File: src/rtl/riscv_wb_arbiter_if.sv
// -----------------------------------------------------------------------------
// riscv_wb_arbiter_if
// Writeback bus bundle between the ALU / load-unit requesters, the arbiter and
// the register-file write port.
//   alu_wb_*          : ALU valid/addr/data request, ready grant
//   lsu_wb_*          : load-unit valid/addr/data request, ready grant
//   rf_wr_*           : registered register-file write port
//   contention_cnt_o  : saturating count of cycles with both requests valid
// Modports:
//   slave  : the arbiter (consumes requests, drives grants and the write port)
//   master : the surrounding pipeline (drives requests, observes the rest)
// -----------------------------------------------------------------------------
interface riscv_wb_arbiter_if #(
   parameter int CNT_W = 8
);
   logic             alu_wb_valid_i;
   logic [4:0]       alu_wb_addr_i;
   logic [31:0]      alu_wb_data_i;
   logic             alu_wb_ready_o;

   logic             lsu_wb_valid_i;
   logic [4:0]       lsu_wb_addr_i;
   logic [31:0]      lsu_wb_data_i;
   logic             lsu_wb_ready_o;

   logic             rf_wr_en_o;
   logic [4:0]       rf_wr_addr_o;
   logic [31:0]      rf_wr_data_o;
   logic [CNT_W-1:0] contention_cnt_o;

   modport slave (
      input  alu_wb_valid_i, alu_wb_addr_i, alu_wb_data_i,
      output alu_wb_ready_o,
      input  lsu_wb_valid_i, lsu_wb_addr_i, lsu_wb_data_i,
      output lsu_wb_ready_o,
      output rf_wr_en_o, rf_wr_addr_o, rf_wr_data_o,
      output contention_cnt_o
   );

   modport master (
      output alu_wb_valid_i, alu_wb_addr_i, alu_wb_data_i,
      input  alu_wb_ready_o,
      output lsu_wb_valid_i, lsu_wb_addr_i, lsu_wb_data_i,
      input  lsu_wb_ready_o,
      input  rf_wr_en_o, rf_wr_addr_o, rf_wr_data_o,
      input  contention_cnt_o
   );
endinterface

File: src/rtl/riscv_wb_arbiter.sv
// -----------------------------------------------------------------------------
// riscv_wb_arbiter
// Shares the single register-file write port between the ALU and the load
// unit. Grants are combinational from the valids and the last_grant flop
// (round-robin on contention); the accepted write is registered and presented
// to the register file one cycle after acceptance. Writes to x0 are accepted
// but never enabled. A saturating counter records contended cycles.
// Ports:
//   clk    : single clock, rising edge
//   reset  : asynchronous, active-low reset
//   wb     : riscv_wb_arbiter_if.slave (requests, grants, write port, counter)
// -----------------------------------------------------------------------------
module riscv_wb_arbiter #(
   parameter int CNT_W = 8
) (
   input  logic                     clk,
   input  logic                     reset,
   riscv_wb_arbiter_if.slave        wb
);

   typedef enum logic {
      GRANT_ALU = 1'b0,
      GRANT_LSU = 1'b1
   } grant_e;

   grant_e           last_grant_q;
   logic             rf_wr_en_q;
   logic [4:0]       rf_wr_addr_q;
   logic [31:0]      rf_wr_data_q;
   logic [CNT_W-1:0] cnt_q;

   logic             alu_grant;
   logic             lsu_grant;
   logic             both_valid;

   // Grants depend only on the valids, last_grant and reset -- never on
   // addr/data -- so the requesters see no long combinational loop back.
   // Holding reset in the term keeps both grants low while in reset.
   assign both_valid = wb.alu_wb_valid_i & wb.lsu_wb_valid_i;
   assign alu_grant  = reset & wb.alu_wb_valid_i &
                       (~wb.lsu_wb_valid_i | (last_grant_q == GRANT_LSU));
   assign lsu_grant  = reset & wb.lsu_wb_valid_i &
                       (~wb.alu_wb_valid_i | (last_grant_q == GRANT_ALU));

   // NOTE: all state below is written with non-blocking assignments so every
   // flop samples pre-edge values; blocking here would create order-dependent
   // simulation that need not match the synthesized netlist.
   always_ff @(posedge clk or negedge reset) begin
      if (!reset) begin
         last_grant_q <= GRANT_LSU;   // first contested cycle then goes to ALU
         rf_wr_en_q   <= 1'b0;
         rf_wr_addr_q <= '0;
         rf_wr_data_q <= '0;
         cnt_q        <= '0;
      end else begin
         if (alu_grant) begin
            last_grant_q <= GRANT_ALU;
            rf_wr_addr_q <= wb.alu_wb_addr_i;
            rf_wr_data_q <= wb.alu_wb_data_i;
            rf_wr_en_q   <= (wb.alu_wb_addr_i != 5'd0);
         end else if (lsu_grant) begin
            last_grant_q <= GRANT_LSU;
            rf_wr_addr_q <= wb.lsu_wb_addr_i;
            rf_wr_data_q <= wb.lsu_wb_data_i;
            rf_wr_en_q   <= (wb.lsu_wb_addr_i != 5'd0);
         end else begin
            // Idle cycle: drop the enable, keep addr/data as last presented.
            rf_wr_en_q   <= 1'b0;
         end

         if (both_valid && (cnt_q != {CNT_W{1'b1}})) begin
            cnt_q <= cnt_q + CNT_W'(1);
         end
      end
   end

   assign wb.alu_wb_ready_o   = alu_grant;
   assign wb.lsu_wb_ready_o   = lsu_grant;
   assign wb.rf_wr_en_o       = rf_wr_en_q;
   assign wb.rf_wr_addr_o     = rf_wr_addr_q;
   assign wb.rf_wr_data_o     = rf_wr_data_q;
   assign wb.contention_cnt_o = cnt_q;

endmodule

File: src/flat_wrapper.sv
// flat-port wrapper written by rule: the top's interface ports become plain ports
module riscv_wb_arbiter_flat 
#(
   parameter int CNT_W = 8
)
  (clk, reset, wb_alu_wb_valid_i, wb_alu_wb_addr_i, wb_alu_wb_data_i, wb_alu_wb_ready_o, wb_lsu_wb_valid_i, wb_lsu_wb_addr_i, wb_lsu_wb_data_i, wb_lsu_wb_ready_o, wb_rf_wr_en_o, wb_rf_wr_addr_o, wb_rf_wr_data_o, wb_contention_cnt_o);
  riscv_wb_arbiter_if #(.CNT_W(CNT_W)) wb_i ();
  input  logic clk;
  input  logic reset;
  input wire logic [$bits(wb_i.alu_wb_valid_i)-1:0] wb_alu_wb_valid_i;
  input wire logic [$bits(wb_i.alu_wb_addr_i)-1:0] wb_alu_wb_addr_i;
  input wire logic [$bits(wb_i.alu_wb_data_i)-1:0] wb_alu_wb_data_i;
  output wire logic [$bits(wb_i.alu_wb_ready_o)-1:0] wb_alu_wb_ready_o;
  input wire logic [$bits(wb_i.lsu_wb_valid_i)-1:0] wb_lsu_wb_valid_i;
  input wire logic [$bits(wb_i.lsu_wb_addr_i)-1:0] wb_lsu_wb_addr_i;
  input wire logic [$bits(wb_i.lsu_wb_data_i)-1:0] wb_lsu_wb_data_i;
  output wire logic [$bits(wb_i.lsu_wb_ready_o)-1:0] wb_lsu_wb_ready_o;
  output wire logic [$bits(wb_i.rf_wr_en_o)-1:0] wb_rf_wr_en_o;
  output wire logic [$bits(wb_i.rf_wr_addr_o)-1:0] wb_rf_wr_addr_o;
  output wire logic [$bits(wb_i.rf_wr_data_o)-1:0] wb_rf_wr_data_o;
  output wire logic [$bits(wb_i.contention_cnt_o)-1:0] wb_contention_cnt_o;
  assign wb_i.alu_wb_valid_i = wb_alu_wb_valid_i;
  assign wb_i.alu_wb_addr_i = wb_alu_wb_addr_i;
  assign wb_i.alu_wb_data_i = wb_alu_wb_data_i;
  assign wb_alu_wb_ready_o = wb_i.alu_wb_ready_o;
  assign wb_i.lsu_wb_valid_i = wb_lsu_wb_valid_i;
  assign wb_i.lsu_wb_addr_i = wb_lsu_wb_addr_i;
  assign wb_i.lsu_wb_data_i = wb_lsu_wb_data_i;
  assign wb_lsu_wb_ready_o = wb_i.lsu_wb_ready_o;
  assign wb_rf_wr_en_o = wb_i.rf_wr_en_o;
  assign wb_rf_wr_addr_o = wb_i.rf_wr_addr_o;
  assign wb_rf_wr_data_o = wb_i.rf_wr_data_o;
  assign wb_contention_cnt_o = wb_i.contention_cnt_o;
  riscv_wb_arbiter #(.CNT_W(CNT_W)) u_core (.clk(clk), .reset(reset), .wb(wb_i));
endmodule
File: config.mk
export PLATFORM = sky130hd
export DESIGN_NAME = riscv_wb_arbiter_flat
export DESIGN_NICKNAME = d
export VERILOG_FILES = /design/src/rtl/riscv_wb_arbiter_if.sv /design/src/rtl/riscv_wb_arbiter.sv /design/src/flat_wrapper.sv
export SDC_FILE = /design/constraint.sdc
export NUM_CORES = 1
export LEC_CHECK = 0
export ABC_AREA = 1
export BUFFER_PORTS_ARGS = -buffer_cell sky130_fd_sc_hd__buf_4
export CORE_ASPECT_RATIO = 1.4
export CORE_UTILIZATION = 50
export CTS_CLUSTER_SIZE = 8
export DETAILED_ROUTE_END_ITERATION = 10
export PLACE_DENSITY_LB_ADDON = 0.05
export REMOVE_ABC_BUFFERS = 1
export SYNTH_ARGS = -nofsm -noshare
export SYNTH_HDL_FRONTEND = slang
export SYNTH_SLANG_ARGS = --single-unit
export TNS_END_PERCENT = 20
File: constraint.sdc
create_clock -name clk -period 3.2 [get_ports clk]
set_input_delay 0.32 -clock clk [delete_from_list [all_inputs] [get_ports clk]]
set_output_delay 0.32 -clock clk [all_outputs]
set_load 0.005 [all_outputs]
; Word-level counts from Yosys, hierarchy flattened
; Cells that the tools add are included.
[word_totals]
register_bits = 47
in_bits = 78
out_inout_bits = 48
elab_cells = 29
[classes]
n_addsub = 1
eq_ne = 1
mux = 8
bitwise_logic = 10
n_reduce_logical = 4
[ops]
columns = operator, count
row1 = two-way mux 32 bit, 2
row2 = two-way mux 5 bit, 2
row3 = nonzero test 5 bit, 2
row4 = adder 8 x 1 -> 8 bit (second input constant), 1
row5 = inequality test 8 bit (second input constant), 1
row6 = AND 1 bit, 5
row7 = two-way mux 1 bit, 4
row8 = inverter 1 bit, 3
row9 = bitwise OR 1 bit, 2
row10 = nonzero test 2 bit, 1
row11 = logical AND 1 bit, 1

; Logic depth before layout (Yosys ltp)
; Gate-level depths: netlist (run 1).
[logic_depth]
depth_word = 5
mapped_depth = 8
depth_no_buf = 8

; Worst setup path after synthesis (run 1)
; OpenSTA, ideal clock, no wires.
[synth_path]
path_type = flip-flop to flip-flop
from = register u_core.cnt_q[0], in the netlist u_core.wb.contention_cnt_o[0]
to = register u_core.cnt_q[5], in the netlist u_core.wb.contention_cnt_o[5]
setup_time_ns = 0.116
arrival_time_ns = 1.160
required_time_ns = 3.084
slack_ns = 1.924
path_stages_with_launch = 9
n_path_buf = 0
synth_period_minus_slack_ns = 1.276
cell_sequence = dfrtp_1 -> ha_1 -> nand2_1 -> nor2_1 -> nand2_1 -> nand2_4 -> inv_2 -> nand2_1 -> nand2_1
[synth_between]
elab_chain_cells = 2
elab_cells_between_ends = 3
classes_between = add/sub: 1 / eq/ne: 1 / reduce/logical: 1
[synth_rtl]
columns = element, line
row1 = start: declaration, riscv_wb_arbiter.sv:30  ; logic [CNT_W-1:0] cnt_q;
row2 = start signal: assignment, riscv_wb_arbiter.sv:72  ; cnt_q <= cnt_q + CNT_W'(1);
row3 = branches (longest 2 deep; another with adder 8 x 1 -> 8 bit), n/a
; Several ways; the timed one is not identified.
; A chain may end at the register's enable or synchronous reset.

; Worst setup path after layout (run 1)
[layout_path]
from = input reset
to = output wb_lsu_wb_ready_o
[layout_between]
elab_chain_cells = 2
[layout_rtl]
columns = element, line
row1 = start: declaration, flat_wrapper.sv:9  ; input logic reset;
row2 = AND 1 bit (2 in a row), riscv_wb_arbiter.sv:42  ; assign lsu_grant = reset & wb.lsu_wb_valid_i &
row3 = end: declaration, flat_wrapper.sv:17  ; output wire logic [$bits(wb_i.lsu_wb_ready_o)-1:0] wb_lsu_wb_ready_o;
; No other way between the ends.

==> results of run 1 <==
flip-flops by register name, indices dropped and copies added, names as in the netlist:
name and count:
u_core.last_grant_q 1, u_core.wb.contention_cnt_o 8, u_core.wb.rf_wr_addr_o 5, u_core.wb.rf_wr_en_o 1
u_core.wb.rf_wr_data_o 32
logic make-up (layout without fill, tap and decap cells):
kind of cell / after synthesis / count (layout) / synth area share [%]
AND/OR/NAND/NOR: 201 / 201 / 33.4
XOR/XNOR: 2 / 2 / 0.685
flip-flops: 47 / 47 / 46.0
AO/OA/AOI/OAI: 40 / 40 / 7.87
buffers and inverters: 67 / 189 / 11.5
adder cells (fa/ha/maj): 1 / 1 / 0.489
metal layers:
metal,track usage [%],up-vias,part of all wire [%]
li1,-,1350,-
met1,31.0,1230,40
met2,46.2,88,54
met3,5.66,9,5.1
met4,7.82,0,1.7
met5,0,-,0
worst max path at each step:
stage,from,to,cells past startpoint
2_1_floorplan,wb_alu_wb_valid_i,u_core.wb.rf_wr_addr_o[0],6
3_3_place_gp,reset,wb_lsu_wb_ready_o,5
3_5_place_dp,reset,wb_lsu_wb_ready_o,5
4_1_cts,reset,wb_lsu_wb_ready_o,6
5_1_grt,reset,wb_lsu_wb_ready_o,6
6_report,reset,wb_lsu_wb_ready_o,6
layout make-up:
class | count | area share [%]
multi-input combinational | 244 | 30.2
clock buffer | 7 | 2.12
clock inverter | 1 | 0.139
tap | 64 | 2.22
sequential | 47 | 32.7
inverter | 50 | 5.21
timing repair buffer | 131 | 27.4
metrics by stage:
| step | area, um^2 | setup WS, ns | utilization, % | power (W) |
|---|---|---|---|---|
| CTS | 3600 | 0.865 | 73.8 | 0.00159 |
| global route | 3600 | 0.742 | 73.8 | 0.00168 |
| finish | 3600 | 0.931 | 73.8 | 0.00158 |
| detailed placement | 3510 | 1.41 | 71.9 | 0.00125 |
| floorplan | 2450 | 0.863 | - | 0.000956 |
| global placement | 3510 | 1.44 | 71.9 | 0.00123 |
worst min-delay path: cells and delay by family:
family          cells  cell delay (ns)
simple gates        1             0.05
buf+inv             1             0.08
compound gates      1             0.07
cells in the mapped netlist:
| cell | instances | area share [%] |
|---|---|---|
| nand2_1 | 105 | 15 |
| inv_1 | 48 | 7.0 |
| dfrtp_1 | 46 | 45 |
| nand3_1 | 46 | 9.0 |
| nor2_1 | 40 | 5.9 |
| o21ai_1 | 34 | 6.7 |
| buf_2 | 13 | 2.5 |
| o21ai_0 | 5 | 0.98 |
| buf_6 | 3 | 1.3 |
| nand4_1 | 3 | 0.73 |
| inv_2 | 2 | 0.29 |
| nand2_2 | 2 | 0.49 |
| xnor2_1 | 2 | 0.68 |
| buf_4 | 1 | 0.29 |
| dfstp_2 | 1 | 1.0 |
| ha_1 | 1 | 0.49 |
| nand2_4 | 1 | 0.44 |
| nand2_8 | 1 | 0.78 |
| nand3b_1 | 1 | 0.29 |
| nor2_2 | 1 | 0.24 |
| nor3_1 | 1 | 0.20 |
| o22ai_1 | 1 | 0.24 |
power groups by stage:
stage	registers [W]	clock network [W]	logic, W
after floorplan	0.000770	0	0.000187
after global placement	0.000770	0	0.000462
after detailed placement	0.000773	0	0.000475
after CTS	0.000763	0.000350	0.000476
after global routing	0.000778	0.000372	0.000525
final	0.000764	0.000345	0.000469
cells in the final DEF, fill, tap and decap left out:
master,instances
clkbuf_1,2
nand2_1,105
o21ai_1,34
xnor2_1,2
nand2_8,1
nor2_2,1
dlygate4sd3_1,1
nand3b_1,1
inv_1,48
o22ai_1,1
ha_1,1
nor3_1,1
dfstp_2,1
nand3_1,46
clkinv_2,1
dfrtp_1,46
nand2_4,1
nand4_1,3
inv_2,2
nand2_2,2
buf_4,130
nor2_1,40
o21ai_0,5
clkbuf_8,5
timing repair:
action                                 in CTS  in global routing
endpoints found under the hold margin      17                  0
setup endpoints to repair                   0                  0
setup buffers                               0                  0
hold buffers                                1                  0
==> out/summary.txt, run 1 <==
part of the power in registers = 48.4%
Ports = 126
Worst Hold Class = input pin to flop
Fmax = 441 MHz
static leakage = 2.05 nW
R2R Path Start = u_core.last_grant_q
Syn Area/Cell = 7.15 um^2
Total GRT Usage = 25.9%
DR WL/cell = 12.1 um
Die X = 62.5 um
RSZ-0062 raised after global routing = false
Sink Count = 47
layout cell share with drive strength beyond 1 = 30.0%
FF+latch area = 1180 um^2
worst-margin pin slew = 0.459 ns
Syn Inst Count = 358
hold_ws = 0.262 ns
first-pass GRT wire length = 11100 um
largest delay contributor family on the critical path = buffers and inverters
Worst Hold Launch = wb_lsu_wb_addr_i[0]
Yosys warnings = 0
number of fill cells = 440
Final Hold Vio Count = 0
Max Cap Viol = 0
most used cell, CP = buf_4
setup TNS = 0 ns
post-synthesis sequential area ratio = 46.0%
worst clock skew = 0.00300 ns
Hold Crit Depth = 3
Combinational Power Share = 29.7%
Endpoint, Worst Hold = u_core.wb.rf_wr_en_o
vias in the first global route = 2520
CTS H-tree depth = 2
Max clock buf depth = 2
Detailed Route WL = 6590 um
critical path class = input pin to output port
vias after detailed routing = 2677
Root Buffer = clkbuf_8
worst path cell trace = dlygate4sd3_1, buf_4, buf_4, nand3_1, inv_1, buf_4
sw frac = 30.1%
fin. max-slew vios = 0
Iteration-0 DRC Markers = 150
Die Area = 5410 um^2
starting density of the core = 52.4%
Port Buffer Count = 125
Antenna Nets Post-Route = 0
R2R Setup Slk = 1.62 ns
area of the mapped netlist = 2560 um^2
CTS Buf Count = 5
GPL Wtd Cong = 0.817
DRC viols = 0
status = complete, no violations
critical path data required time = 2.88 ns
Core ar. = 4880 um^2
Worst Setup Start Kind = input pin
Critical Path Max Stage Delay = 0.52 ns
P_int = 0.00110 W
minimum clock period = 2.27 ns
multi-input logic area = 1090 um^2
Area growth syn-to-layout = 40.7%
pwr/cell area = 438 nW/um^2
clock insertion delay at the later pin of the skew report = 0.29 ns
cts repair resizes = 0
Seq cells post-synth = 47
RR Endpoint = u_core.wb.rf_wr_data_o[29]
CTS tree = built
crit path max-delay cell type = dlygate4sd3_1
detailed-placement wirelength estimate = 4860 um
WP buf/inv = 5
clock power share = 21.9%
CP Max Fanout = 31
Via density = 4.92
period utilization = 70.9%
Cell variety after synth = 22
CP Capture Type = output port
Reg clk slew, reported paths = 0.08 ns
dpl cells = 535
relative slew slack = 69.3%
nets = 558
die boundary height = 86.6 um
largest net degree at the start of global routing = 38
worst reg2reg path depth = 7
Final setup viols = 0
diode count = 0
grt total ovfl = 0
Cell Rows = 30
antenna violations before repair = 0
VDD IR max = 296 uV
Switch Pwr = 0.000475 W
Final Instance Count excl. Fillers = 544
Critical Path AT = 1.95 ns
drt pass-1 iters = 4
Note: power is estimated with default switching activity, not from simulation.
==> run 2: changes to the inputs <==
CORE_UTILIZATION = 46   (was 50)
clock period = 2.3 ns   (was 3.2 ns; I/O delays follow)
==> run 2 against run 1 <==
Compared with the run above: hold slack worse by 0.093 ns; routed wire length up 1.4%; sequential share of layout area about the same; non-clock buffer count down 1; first-iteration DRC count down 24%; utilization down 5.5 points; critical endpoint unchanged; largest power group unchanged.
==> out/summary.txt, run 2 (synthesis results as in run 1) <==
largest net degree at the start of global routing = 49
DR WL/cell = 12.3 um
clock insertion delay at the later pin of the skew report = 0.30 ns
max FFs per register = 32
RR Endpoint = u_core.wb.contention_cnt_o[4]
CTS Buf Count = 5
worst-margin pin slew = 0.464 ns
crit path launch = reset
diode count = 0
Final Hold Vio Count = 0
fin util = 68.3%
critical path data required time = 2.07 ns
drt pass-1 iters = 4
R2R Setup Slk = 0.83 ns
antenna violations before repair = 0
CP Max Fanout = 27
die boundary height = 90.2 um
Worst Setup Start Kind = input pin
commonest non-fill, non-tap cells in the layout = 128 x buf_4, 105 x nand2_1, 48 x inv_1
GPL Wtd Cong = 0.817
Iteration-0 DRC Markers = 114
Detailed Route WL = 6670 um
R2R Path Start = u_core.wb.contention_cnt_o[0]
commonest non-fill, non-tap cell in the layout = buf_4
minimum clock period = 2.09 ns
Via density = 4.87
relative slew slack = 69.0%
Final setup viols = 0
# Post-CTS Setup Buffers = 0
nets = 557
Worst Hold Class = input pin to flop
Critical Path AT = 1.86 ns
first-pass GRT wire length = 11100 um
fin. max-slew vios = 0
Root Buffer = clkbuf_8
Antenna Nets Post-Route = 0
vias in the first global route = 2458
worst clock skew = 0.00860 ns
VDD IR max = 330 uV
RSZ-0062 raised after global routing = false
setup TNS = 0 ns
static leakage = 2.05 nW
Max Cap Viol = 0
number of fill cells = 498
starting density of the core = 48.5%
CP Capture Type = output port
CTS tree = built
vias after detailed routing = 2642
Die Area = 5870 um^2
critical path class = input pin to output port
Endpoint, Worst Hold = u_core.wb.rf_wr_en_o
layout cell share with drive strength beyond 1 = 29.8%
Die X = 65.0 um
Fmax = 478 MHz
detailed-placement wirelength estimate = 4780 um
Total GRT Usage = 23.9%
DRC viols = 0
worst reg2reg path depth = 8
Area growth syn-to-layout = 40.8%
status = complete, no violations
Core ar. = 5280 um^2
Max clock buf depth = 2
CTS H-tree depth = 2
Sink Count = 47
pwr/cell area = 606 nW/um^2
Hold Crit Depth = 3
grt total ovfl = 0
Reg clk slew, reported paths = 0.09 ns
Ports = 126
period utilization = 91.0%
Cell Rows = 31
Worst Hold Launch = wb_lsu_wb_addr_i[0]
Port Buffer Count = 125
[run 2: changes by cell type in the layout (fill, tap and decap cells not counted)]
cell and delta:
nand2_2 -1, clkbuf_1 -1, clkinv_2 -1, nand2_4 +1, buf_12 +1, buf_4 -2
[run 2: worst max-delay path by stage]
stage                                       to  slack, ns  cells after the start
floorplan            u_core.wb.rf_wr_addr_o[0]       0.05                      6
global placement     u_core.wb.rf_wr_addr_o[0]       0.63                      6
detailed placement  u_core.wb.rf_wr_data_o[21]       0.61                      7
CTS                          wb_alu_wb_ready_o       0.10                      7
global route                 wb_lsu_wb_ready_o       0.04                      6
finish                       wb_lsu_wb_ready_o       0.21                      6
[run 2: stage by stage]
stage          hold WS (ns)  setup slack, ns  instance area [um^2]  total power (W)  std cells
6_report              0.169            0.207                  3600          0.00218        543
5_1_grt               0.174           0.0439                  3600          0.00231        543
4_1_cts               0.164            0.102                  3600          0.00219        543
3_5_place_dp          0.151            0.609                  3520          0.00173        536
3_3_place_gp          0.149            0.625                  3520          0.00172        536
2_1_floorplan       -0.0656           0.0530                  2450          0.00133        341
[run 2: final cells by class]
type,count,area [um^2],area share [%]
Clock buffer,6,72.6,2.01
Inverter,50,188,5.21
Multi-Input combinational cell,244,1090,30.3
Sequential cell,47,1180,32.7
Tap cell,66,82.6,2.29
Timing Repair Buffer,130,991,27.5
[run 2: what timing repair did]
action | 4_1_cts | 5_1_grt
gates resized for setup | 0 | 1
endpoints found under the setup margin | 0 | 1
endpoints found under the hold margin | 21 | 0
hold buffers | 1 | 0
[run 2: routing by layer]
layer | vias to the layer above | wire, um | GRT usage [%]
li1 | 1343 | - | -
met1 | 1203 | 2700 | 28.7
met2 | 86 | 3480 | 42.1
met3 | 10 | 374 | 4.70
met4 | 0 | 115 | 7.25
met5 | - | 0 | 0
[run 2: power breakdown]
part / internal (W) / switching [W] / leakage (nW)
Clock: 0.000203 / 0.000261 / 0.0371
Combinational: 0.000363 / 0.000291 / 1.45
Sequential: 0.000958 / 0.000105 / 0.568
[run 2: worst max-delay path, stage by stage]
cell and delay [ns]:
dlygate4sd3_1 0.52, buf_4 0.30, buf_4 0.39, nand3_1 0.18
inv_1 0.11, buf_4 0.11
